<file path="src/rtl/u_add_pkg.sv">
// Shared constants for the u_add increment family: default word length
// and the overflow-mode selectors.
package u_add_pkg;

   localparam int WL_DEFAULT   = 8;

   // Overflow behaviour when the operand is the largest positive code
   localparam int SAT_WRAP     = 0;
   localparam int SAT_SATURATE = 1;

endpackage : u_add_pkg

</file>
<file path="src/rtl/u_add_1_cell.sv">
// Single half-adder bit of the increment carry chain.
module u_add_1_cell (
   input  logic a,
   input  logic cin,
   output logic sum,
   output logic cout
);

   // Half adder: the chain's only addend besides the operand is the carry
   always_comb begin
      sum  = a ^ cin;
      cout = a & cin;
   end

endmodule : u_add_1_cell

</file>
<file path="src/rtl/u_add_1.sv">
// Signed increment by one: OUT = IN + 1, with optional saturation at the
// largest positive code and an optional single output register.
module u_add_1
   import u_add_pkg::*;
#(
   parameter int WL  = WL_DEFAULT,
   parameter int SAT = SAT_WRAP,
   parameter int LAT = 1
) (
   input  logic                 W_clk,
   input  logic                 W_rst,
   input  logic signed [WL-1:0] IN,
   output logic signed [WL-1:0] OUT,
   output logic                 OVF
);

   // Largest positive two's-complement value: 0111...1
   localparam logic [WL-1:0] MAX_POS = {1'b0, {(WL-1){1'b1}}};

   logic [WL:0]   carry;
   logic [WL-1:0] sum_bits;
   logic [WL-1:0] res_comb;
   logic          ovf_comb;

   // The chain's carry-out is intentionally dropped (modular arithmetic)
   logic          unused_carry_out;
   assign unused_carry_out = carry[WL];

   // Carry-in of one turns the half-adder chain into an incrementer
   assign carry[0] = 1'b1;

   genvar gi;
   generate
      for (gi = 0; gi < WL; gi++) begin : g_chain
         u_add_1_cell u_cell (
            .a    (IN[gi]),
            .cin  (carry[gi]),
            .sum  (sum_bits[gi]),
            .cout (carry[gi+1])
         );
      end
   endgenerate

   // Overflow detect and saturation select on the raw chain result
   always_comb begin
      ovf_comb = (IN == MAX_POS);
      res_comb = sum_bits;
      if ((SAT != SAT_WRAP) && ovf_comb) begin
         res_comb = MAX_POS;
      end
   end

   generate
      if (LAT != 0) begin : g_reg
         logic [WL-1:0] out_reg;
         logic          ovf_reg;

         // One-cycle output register, cleared asynchronously by W_rst
         always_ff @(posedge W_clk or posedge W_rst) begin
            if (W_rst) begin
               out_reg <= '0;
               ovf_reg <= 1'b0;
            end else begin
               out_reg <= res_comb;
               ovf_reg <= ovf_comb;
            end
         end

         assign OUT = out_reg;
         assign OVF = ovf_reg;
      end else begin : g_comb
         // Purely combinational build: clock and reset are not used
         logic unused_clk_rst;
         assign unused_clk_rst = W_clk ^ W_rst;

         assign OUT = res_comb;
         assign OVF = ovf_comb;
      end
   endgenerate

endmodule : u_add_1

</file>
<file path="config.mk">
export PLATFORM = sky130hd
export DESIGN_NAME = u_add_1
export DESIGN_NICKNAME = d
export VERILOG_FILES = /design/src/rtl/u_add_pkg.sv /design/src/rtl/u_add_1_cell.sv /design/src/rtl/u_add_1.sv
export SDC_FILE = /design/constraint.sdc
export NUM_CORES = 1
export LEC_CHECK = 0
export CORE_AREA = 2 2 39 41
export DETAILED_ROUTE_END_ITERATION = 12
export DIE_AREA = 0 0 41 43
export SLEW_MARGIN = 20
export SYNTH_ARGS = -nofsm -noshare
export SYNTH_HDL_FRONTEND = slang
export SYNTH_SLANG_ARGS = --single-unit
export TNS_END_PERCENT = 20
</file>
<file path="constraint.sdc">
create_clock -name W_clk -period 0.8 [get_ports W_clk]
set_input_delay 0.16 -clock W_clk [delete_from_list [all_inputs] [get_ports W_clk]]
set_output_delay 0.16 -clock W_clk [all_outputs]
set_load 0.05 [all_outputs]
</file>
Yosys cells after proc, flatten, opt, wreduce, memory -nomap -nowiden:

Cells that the tools add are included.
W data, S select, Z words.

* output and inout port bits: 9
* bits of input ports: 10
* flip-flop bits (word level): 9
* word-level logic and storage cells: 17

* equal/unequal tests: 1
* bitwise operators: 14

Operators with widths (count)
* $eq A8 B7 Y1 const B: 1
* $xor A1 B1 Y1: 7
* $and A1 B1 Y1: 6
* $not A1 Y1: 1

Longest topological paths before layout:

Gate-level depths: netlist (run 1).

* depth in word-level cells: 7
* mapped depth: 7
* mapped depth without buffers: 7

Hierarchy:

A second synthesis (run 1) with hierarchy kept.

* cell total of the unflattened synthesis: 22
* area total of the unflattened synthesis: 351.6 um^2

Modules (own cells, without submodules)
* u_add_1: times used 1, sequential area each 225.2 um^2, cells an instance 14, area an instance 251.5 um^2
* u_add_1_cell: times used 8, sequential area each 0.0 um^2, cells an instance 1, area an instance 12.5 um^2

Worst setup path before layout (run 1):

Ideal clock, no wire load.

* kind: input -> register
* start: input port IN[0]
* end: register g_reg.out_reg[7] (netlist: OUT[7])
* slack: -0.686 ns
* buffers on the path: 0
* stages: 7
* setup time: 0.121 ns
* data arrival time: 1.364 ns
* required time: 0.679 ns
* cells stage by stage: ha_1 > ha_1 > ha_1 > ha_1 > ha_1 > ha_1 > xor2_1

* cells in the longest elaborated chain, start to end: 7

RTL lines
* start, declared: line u_add_1.sv:12 `input logic signed [WL-1:0] IN,`
* $and A1 B1 Y1 (6 in series): line u_add_1_cell.sv:12 `cout = a & cin;`
* $xor A1 B1 Y1: line u_add_1_cell.sv:11 `sum = a ^ cin;`
* via g_chain[7].u_cell.sum: line u_add_1_cell.sv:5 `output logic sum,`
* end signal, assigned: line u_add_1.sv:64 `out_reg <= res_comb;`
* end, declared: line u_add_1.sv:55 `logic [WL-1:0] out_reg;`

The timed path passes the listed nets, and every way through them passes these cells.

Worst setup path after layout (run 1):

Same ends and word-level chain as after synthesis.

==> results.json, run 1 <==
{
  "syn_inst": 21,
  "global_route.overflow_total": 0,
  "worst_slack_ns": -0.400,
  "post_dp_cell_area_sq_um": 709,
  "synthesis.area_sq_um": 337,
  "fp.dieArea_sq_um": 1760,
  "antenna_cells_inserted": 0,
  "via_count_of_the_first_global_routing_pass": 327,
  "critical_path_class": "in2reg",
  "detail_route.drc_violations": 0,
  "achievable-frequency_mhz": 833,
  "cts_buffers": 3,
  "coreArea_sq_um": 1380,
  "final_cell_mix": "sky130_fd_sc_hd__dfrtp_1 (9), sky130_fd_sc_hd__buf_12 (9), sky130_fd_sc_hd__ha_4 (6), sky130_fd_sc_hd__dlygate4sd2_1 (4), sky130_fd_sc_hd__clkbuf_4 (3)",
  "slew_headroom": 0.776,
  "vdd_drop_max_v": 0.000858,
  "synth.top_cell.area_share": 0.669,
  "synth.yosys.warnings": 0,
  "report.final.slew_viol_count": 0,
  "routed_via_density": 4.11,
  "placement_rows": 14,
  "post_synth_num_cell_types": 7,
  "ys_seq_area_frac": 0.669,
  "run_status": "complete, but fails checks",
  "startpoint_kind_of_the_worst_setup_timing_path": "input port",
  "die_height_um": 43,
  "layout.cell_area.non_filler_sq_um": 746,
  "grt.total_usage": 0.113,
  "number_of_max_capacitance_violations_reported": 0,
  "cts_sinks": 9,
  "final_core_util": 0.539,
  "post-layout-total-power_w": 0.00121,
  "final-setup-viol-count": 12,
  "netlist_top_cells_area": "sky130_fd_sc_hd__dfrtp_1 (67%), sky130_fd_sc_hd__ha_1 (22%), sky130_fd_sc_hd__nor3_2 (3.0%)",
  "grt_pass1_wl_um": 1280,
  "routed_wire_length_per_instance_um": 12.6,
  "post-dp-hpwl_um": 657,
  "drt-total-wl_um": 766,
  "finalNetCount": 62,
  "tritoncts": "built",
  "detailroute.via_count": 251,
  "synthesis.nets": 37,
  "count_of_routing_violations_after_the_opening_detailed_route_iteration": 0,
  "cp_data_required_time_ns": 0.94,
  "tightestPinTransition_ns": 0.336,
  "timing.final.hold_violations": 0,
  "worst-endpoint-arrival_ns": 1.34,
  "finalCriticalPeriod_ns": 1.20,
  "grt_antenna_before_repair": 0,
  "die_x_um": 41,
  "hold_class": "in2reg",
  "yosys_register_bits": 9,
  "gp_congestion": 0.649,
  "count_of_h_tree_levels_built_during_cts": 1,
  "critical_path_peak_fanout": 2,
  "power-per-cell-area_nw_per_um2": 1630,
  "rsz_0062_raised_after_global_routing": "yes",
  "finalCritPeriodShare": 1.50,
  "post_cts_clock_slew_at_the_launch_and_capture_registers_of_the_worst_setup_and_hold_paths_ns": 0.06,
  "synth.largest_area_cell": "sky130_fd_sc_hd__dfrtp_1",
  "worst_setup_path_end_kind": "flop",
  "syn_to_final_growth_pct": 122,
  "pin_count_of_the_biggest_net_entering_global_routing": 10,
  "initial_utilization": 0.243,
  "maximum_clock_path_buffer_count": 2,
  "detailedRoute.firstPassIterationCount": 1,
  "dp_slack_ns": -1.10,
  "total_leakage_power_nw": 0.331,
  "fraction_of_final_layout_cells_with_drive_strength_greater_than_1": 0.533,
  "fill_cells": 124,
  "timing.setup.tns_ns": -2.32,
  "syn_avg_cell_area_sq_um": 16.0,
  "failing_checks": "negative setup slack",
  "ctsRootBufferMaster": "sky130_fd_sc_hd__clkbuf_4",
  "pin_count": 19,
  "detail-route-antenna-nets": 0,
  "numPortBuffers": 18
}
## worst max-delay path, stage by stage
cell and delay, ns:
sky130_fd_sc_hd__buf_8 0.10, sky130_fd_sc_hd__ha_4 0.16, sky130_fd_sc_hd__ha_4 0.16, sky130_fd_sc_hd__ha_4 0.15
sky130_fd_sc_hd__ha_4 0.15, sky130_fd_sc_hd__ha_4 0.15, sky130_fd_sc_hd__ha_4 0.15, sky130_fd_sc_hd__xor2_1 0.15
## area by class of cell
cell class                 instances  area, sq um  area share
sequential                         9          225       0.302
inverter                           2         7.51      0.0101
timing repair buffer              20          288       0.386
multi-input combinational         10          179       0.240
tap                               16         20.0      0.0268
clock buffer                       4         26.3      0.0352
## metal layers
layer | routed length (um) | part of all wire | GRT usage
met5 | 0 | 0 | 0
met1 | 202 | 0.26 | 0.0970
met2 | 471 | 0.61 | 0.203
met4 | 0 | 0 | 0.0800
met3 | 91 | 0.12 | 0.0262
## logic make-up (layout without fill, tap and decap cells)
| family | Yosys count | after routing | share of synthesized area |
|---|---|---|---|
| buf+inv | 2 | 26 | 0.0223 |
| xor+xnor | 1 | 1 | 0.0260 |
| simple gates | 3 | 3 | 0.0595 |
| flops | 9 | 9 | 0.669 |
| fa+ha+maj | 6 | 6 | 0.223 |
## sequential cells by signal, summed over array words and instances (netlist names)
register and cells:
OUT 8, OVF 1
## power breakdown
part           total (W)  switching [W]  internal [W]
Clock           0.000349       0.000156      0.000192
Combinational   0.000353       0.000172      0.000182
Sequential      0.000512      0.0000255      0.000486
Total            0.00121       0.000353      0.000860
## final timing paths
check,startpoint,to,slack (ns),cells past startpoint
worst max-delay path,IN[0],OUT[7],-0.40,8
worst min-delay path,IN[0],OUT[0],0.05,2
max in group asynchronous,W_rst,OVF,0.39,2
min in group asynchronous,W_rst,OUT[2],0.16,2
## cells in the mapped netlist
| cell type | instances |
|---|---|
| sky130_fd_sc_hd__dfrtp_1 | 9 |
| sky130_fd_sc_hd__nand2_1 | 1 |
| sky130_fd_sc_hd__inv_1 | 2 |
| sky130_fd_sc_hd__nand4_1 | 1 |
| sky130_fd_sc_hd__nor3_2 | 1 |
| sky130_fd_sc_hd__xor2_1 | 1 |
| sky130_fd_sc_hd__ha_1 | 6 |
## stage by stage
| stage | instances | hold WS (ns) |
|---|---|---|
| CTS | 60 | 0.0423 |
| finish | 61 | 0.0510 |
| global route | 61 | 0.0424 |
| detailed placement | 56 | 0.447 |
| floorplan | 21 | -0.0121 |
| global placement | 56 | 0.436 |
## timing repair
action / CTS / global route
pin swaps: 1 / 1
endpoints found under the setup margin: 16 / 12
setup buffers: 0 / 1
hold buffers: 0 / 0
endpoints found under the hold margin: 0 / 0
resized for setup: 19 / 0
Note: power is estimated with default switching activity, not from simulation.
==> run 2: changes to the inputs <==
--- a/config.mk
+++ b/config.mk
@@ -5,6 +5,7 @@
 export SDC_FILE = /design/constraint.sdc
 export NUM_CORES = 1
 export LEC_CHECK = 0
+export ABC_AREA = 1
 export CORE_AREA = 2 2 39 41
 export DETAILED_ROUTE_END_ITERATION = 12
 export DIE_AREA = 0 0 41 43
==> results.json, run 2 <==
{
  "maximum_clock_path_buffer_count": 2,
  "cts_buffers": 3,
  "synth.largest_area_cell": "sky130_fd_sc_hd__dfrtp_1",
  "synth.mux.area_fraction": 0,
  "rsz_0062_raised_after_global_routing": "yes",
  "p_int_w": 0.000859,
  "detailroute.via_count": 256,
  "grt_antenna_before_repair": 0,
  "coreArea_sq_um": 1380,
  "initial_utilization": 0.250,
  "power.clock.fraction": 0.281,
  "syn_avg_cell_area_sq_um": 13.9,
  "netlist_top_cells_area": "sky130_fd_sc_hd__dfrtp_1 (65%), sky130_fd_sc_hd__ha_1 (22%), sky130_fd_sc_hd__inv_1 (4.3%)",
  "gp_congestion": 0.628,
  "power-per-cell-area_nw_per_um2": 1600,
  "fraction_of_final_layout_cells_with_drive_strength_greater_than_1": 0.479,
  "synthesis.area_sq_um": 347,
  "power_switching_share": 0.285,
  "pin_count_of_the_biggest_net_entering_global_routing": 10,
  "final_core_util": 0.542,
  "timing.hold.ws_ns": 0.119,
  "grt_pass1_wl_um": 1200,
  "drt-total-wl_um": 701,
  "run_status": "complete, but fails checks",
  "antenna_cells_inserted": 0,
  "routed_via_density": 4.00,
  "vdd_drop_max_v": 0.00106,
  "startpoint_kind_of_the_worst_setup_timing_path": "input port",
  "finalNetCount": 65,
  "tightestPinTransition_ns": 0.342,
  "die_height_um": 43,
  "detailedRoute.firstPassIterationCount": 1,
  "detail-route-antenna-nets": 0,
  "post_cts_clock_slew_at_the_launch_and_capture_registers_of_the_worst_setup_and_hold_paths_ns": 0.06,
  "dp_slack_ns": -1.08,
  "global_route.overflow_total": 0,
  "switchingPower_w": 0.000343,
  "detail_route.drc_violations": 0,
  "critical_path_class": "in2reg",
  "critical_path_peak_fanout": 2,
  "ctsRootBufferMaster": "sky130_fd_sc_hd__clkbuf_4",
  "compound_gate_fraction_of_synth_area": 0,
  "timing.critical_path.to": "OUT[7]",
  "slew_headroom": 0.772,
  "die_x_um": 41,
  "syn_inst": 25,
  "tritoncts": "built",
  "number_of_max_capacitance_violations_reported": 0,
  "fp.dieArea_sq_um": 1760,
  "worst_setup_path_end_kind": "flop",
  "failing_checks": "negative setup slack",
  "yosys_register_bits": 9,
  "ys_top_cells_by_count": "sky130_fd_sc_hd__dfrtp_1 (9), sky130_fd_sc_hd__ha_1 (6), sky130_fd_sc_hd__inv_1 (4)",
  "final_cell_mix": "sky130_fd_sc_hd__dfrtp_1 (9), sky130_fd_sc_hd__buf_12 (9), sky130_fd_sc_hd__ha_4 (6), sky130_fd_sc_hd__inv_1 (4)",
  "seq_power_share": 0.426,
  "timing.setup.tns_ns": -2.24,
  "grt.total_usage": 0.109,
  "placement_rows": 14,
  "pin_count": 19,
  "post_synth_num_cell_types": 8,
  "combinationalPowerShare": 0.293,
  "finalCritPeriodShare": 1.48,
  "post-layout-total-power_w": 0.00120,
  "count_of_routing_violations_after_the_opening_detailed_route_iteration": 0,
  "worst-endpoint-arrival_ns": 1.32,
  "cts_sinks": 9,
  "synth_edf_count": 0,
  "routed_wire_length_per_instance_um": 11.0,
  "total_leakage_power_nw": 0.355,
  "post_synth_and_or_nand_nor_area_fraction": 0.0650,
  "synth.top_cell.area_share": 0.650,
  "synth.yosys.warnings": 0,
  "via_count_of_the_first_global_routing_pass": 311,
  "async_reset_ff_frac": 1.00,
  "final-setup-viol-count": 12,
  "cp_data_required_time_ns": 0.94,
  "post_synth_fa_ha_maj_area_fraction": 0.217,
  "hold_class": "in2reg",
  "timing.final.hold_violations": 0,
  "synth_top_family_by_area": "adder cells",
  "finalCriticalPeriod_ns": 1.18,
  "achievable-frequency_mhz": 844,
  "first_element_of_the_critical_path": "IN[1]",
  "synthesis.nets": 41,
  "ys_seq_area_frac": 0.650,
  "largest_register_ffs": 8,
  "synth_flop_cell": "sky130_fd_sc_hd__dfrtp_1",
  "numPortBuffers": 18,
  "syn_to_final_growth_pct": 117,
  "worst_slack_ns": -0.384,
  "count_of_h_tree_levels_built_during_cts": 1,
  "yosys.cell_count.top_type": "sky130_fd_sc_hd__dfrtp_1",
  "report.final.slew_viol_count": 0,
  "yosys.area_share.xor_xnor": 0.0253
}
[run 2: how the worst min path moves through the flow]
stage,from,to,slack [ns],cells after the start
4_1_cts,IN[0],OUT[1],0.11,2
3_3_place_gp,W_rst,OUT[1],0.43,2
5_1_grt,IN[0],OUT[1],0.10,2
2_1_floorplan,W_rst,OUT[0],-0.01,1
6_report,IN[0],OUT[1],0.12,2
3_5_place_dp,W_rst,OUT[3],0.44,2
[run 2: repair_timing]
item | CTS | global route
cloned | 0 | 0
hold buffers | 0 | 0
buffers inserted | 1 | 0
pin swaps | 1 | 0
resized for setup | 15 | 3
endpoints found under the setup margin | 16 | 13
[run 2: area by class of cell]
cell class,instances,area (sq um)
fillers,124,633
well taps,16,20.0
clock buffers,4,26.3
repair buffers,19,283
multi-input cells,12,181
inverters,4,15.0
flip-flops and latches,9,225
[run 2: metal layers]
metal	vias up	track usage	routed length (um)
met5	-	0	0
met3	0	0.0576	123
met1	112	0.101	219
li1	125	-	-
met4	0	0.0800	0
met2	19	0.169	358
[run 2: power groups by stage]
| stage | clock [W] | combinational, W | sequential, W |
|---|---|---|---|
| after floorplan | 0 | 0.0000412 | 0.000614 |
| after global placement | 0 | 0.000350 | 0.000520 |
| after detailed placement | 0 | 0.000358 | 0.000520 |
| after CTS | 0.000354 | 0.000362 | 0.000513 |
| after global routing | 0.000387 | 0.000378 | 0.000515 |
| final | 0.000337 | 0.000353 | 0.000512 |
[run 2: stage by stage]
stage / cell area [sq um] / cells
6_report: 751 / 64
4_1_cts: 751 / 64
3_3_place_gp: 712 / 59
2_1_floorplan: 422 / 25
3_5_place_dp: 712 / 59
5_1_grt: 751 / 64
[run 2: kinds of logic (layout without fill, tap and decap cells)]
family / count (synthesis) / in the layout
XOR/XNOR: 1 / 1
adder cells (fa/ha/maj): 6 / 6
buffers and inverters: 4 / 27
flip-flops: 9 / 9
AND/OR/NAND/NOR: 5 / 5
[run 2: critical path, cell delays in order]
cell and delay (ns):
sky130_fd_sc_hd__buf_6 0.10, sky130_fd_sc_hd__ha_4 0.15, sky130_fd_sc_hd__ha_4 0.15, sky130_fd_sc_hd__ha_4 0.15
sky130_fd_sc_hd__ha_4 0.15, sky130_fd_sc_hd__ha_4 0.15, sky130_fd_sc_hd__ha_4 0.15, sky130_fd_sc_hd__xor2_1 0.15
==> run 3: changes to the inputs <==
--- a/config.mk
+++ b/config.mk
@@ -6,6 +6,7 @@
 export NUM_CORES = 1
 export LEC_CHECK = 0
 export ABC_AREA = 1
+export CAP_MARGIN = 10
 export CORE_AREA = 2 2 39 41
 export DETAILED_ROUTE_END_ITERATION = 12
 export DIE_AREA = 0 0 41 43
==> results of run 3 <==
The final DEF is identical to that of run 2; final timing and power are the same.
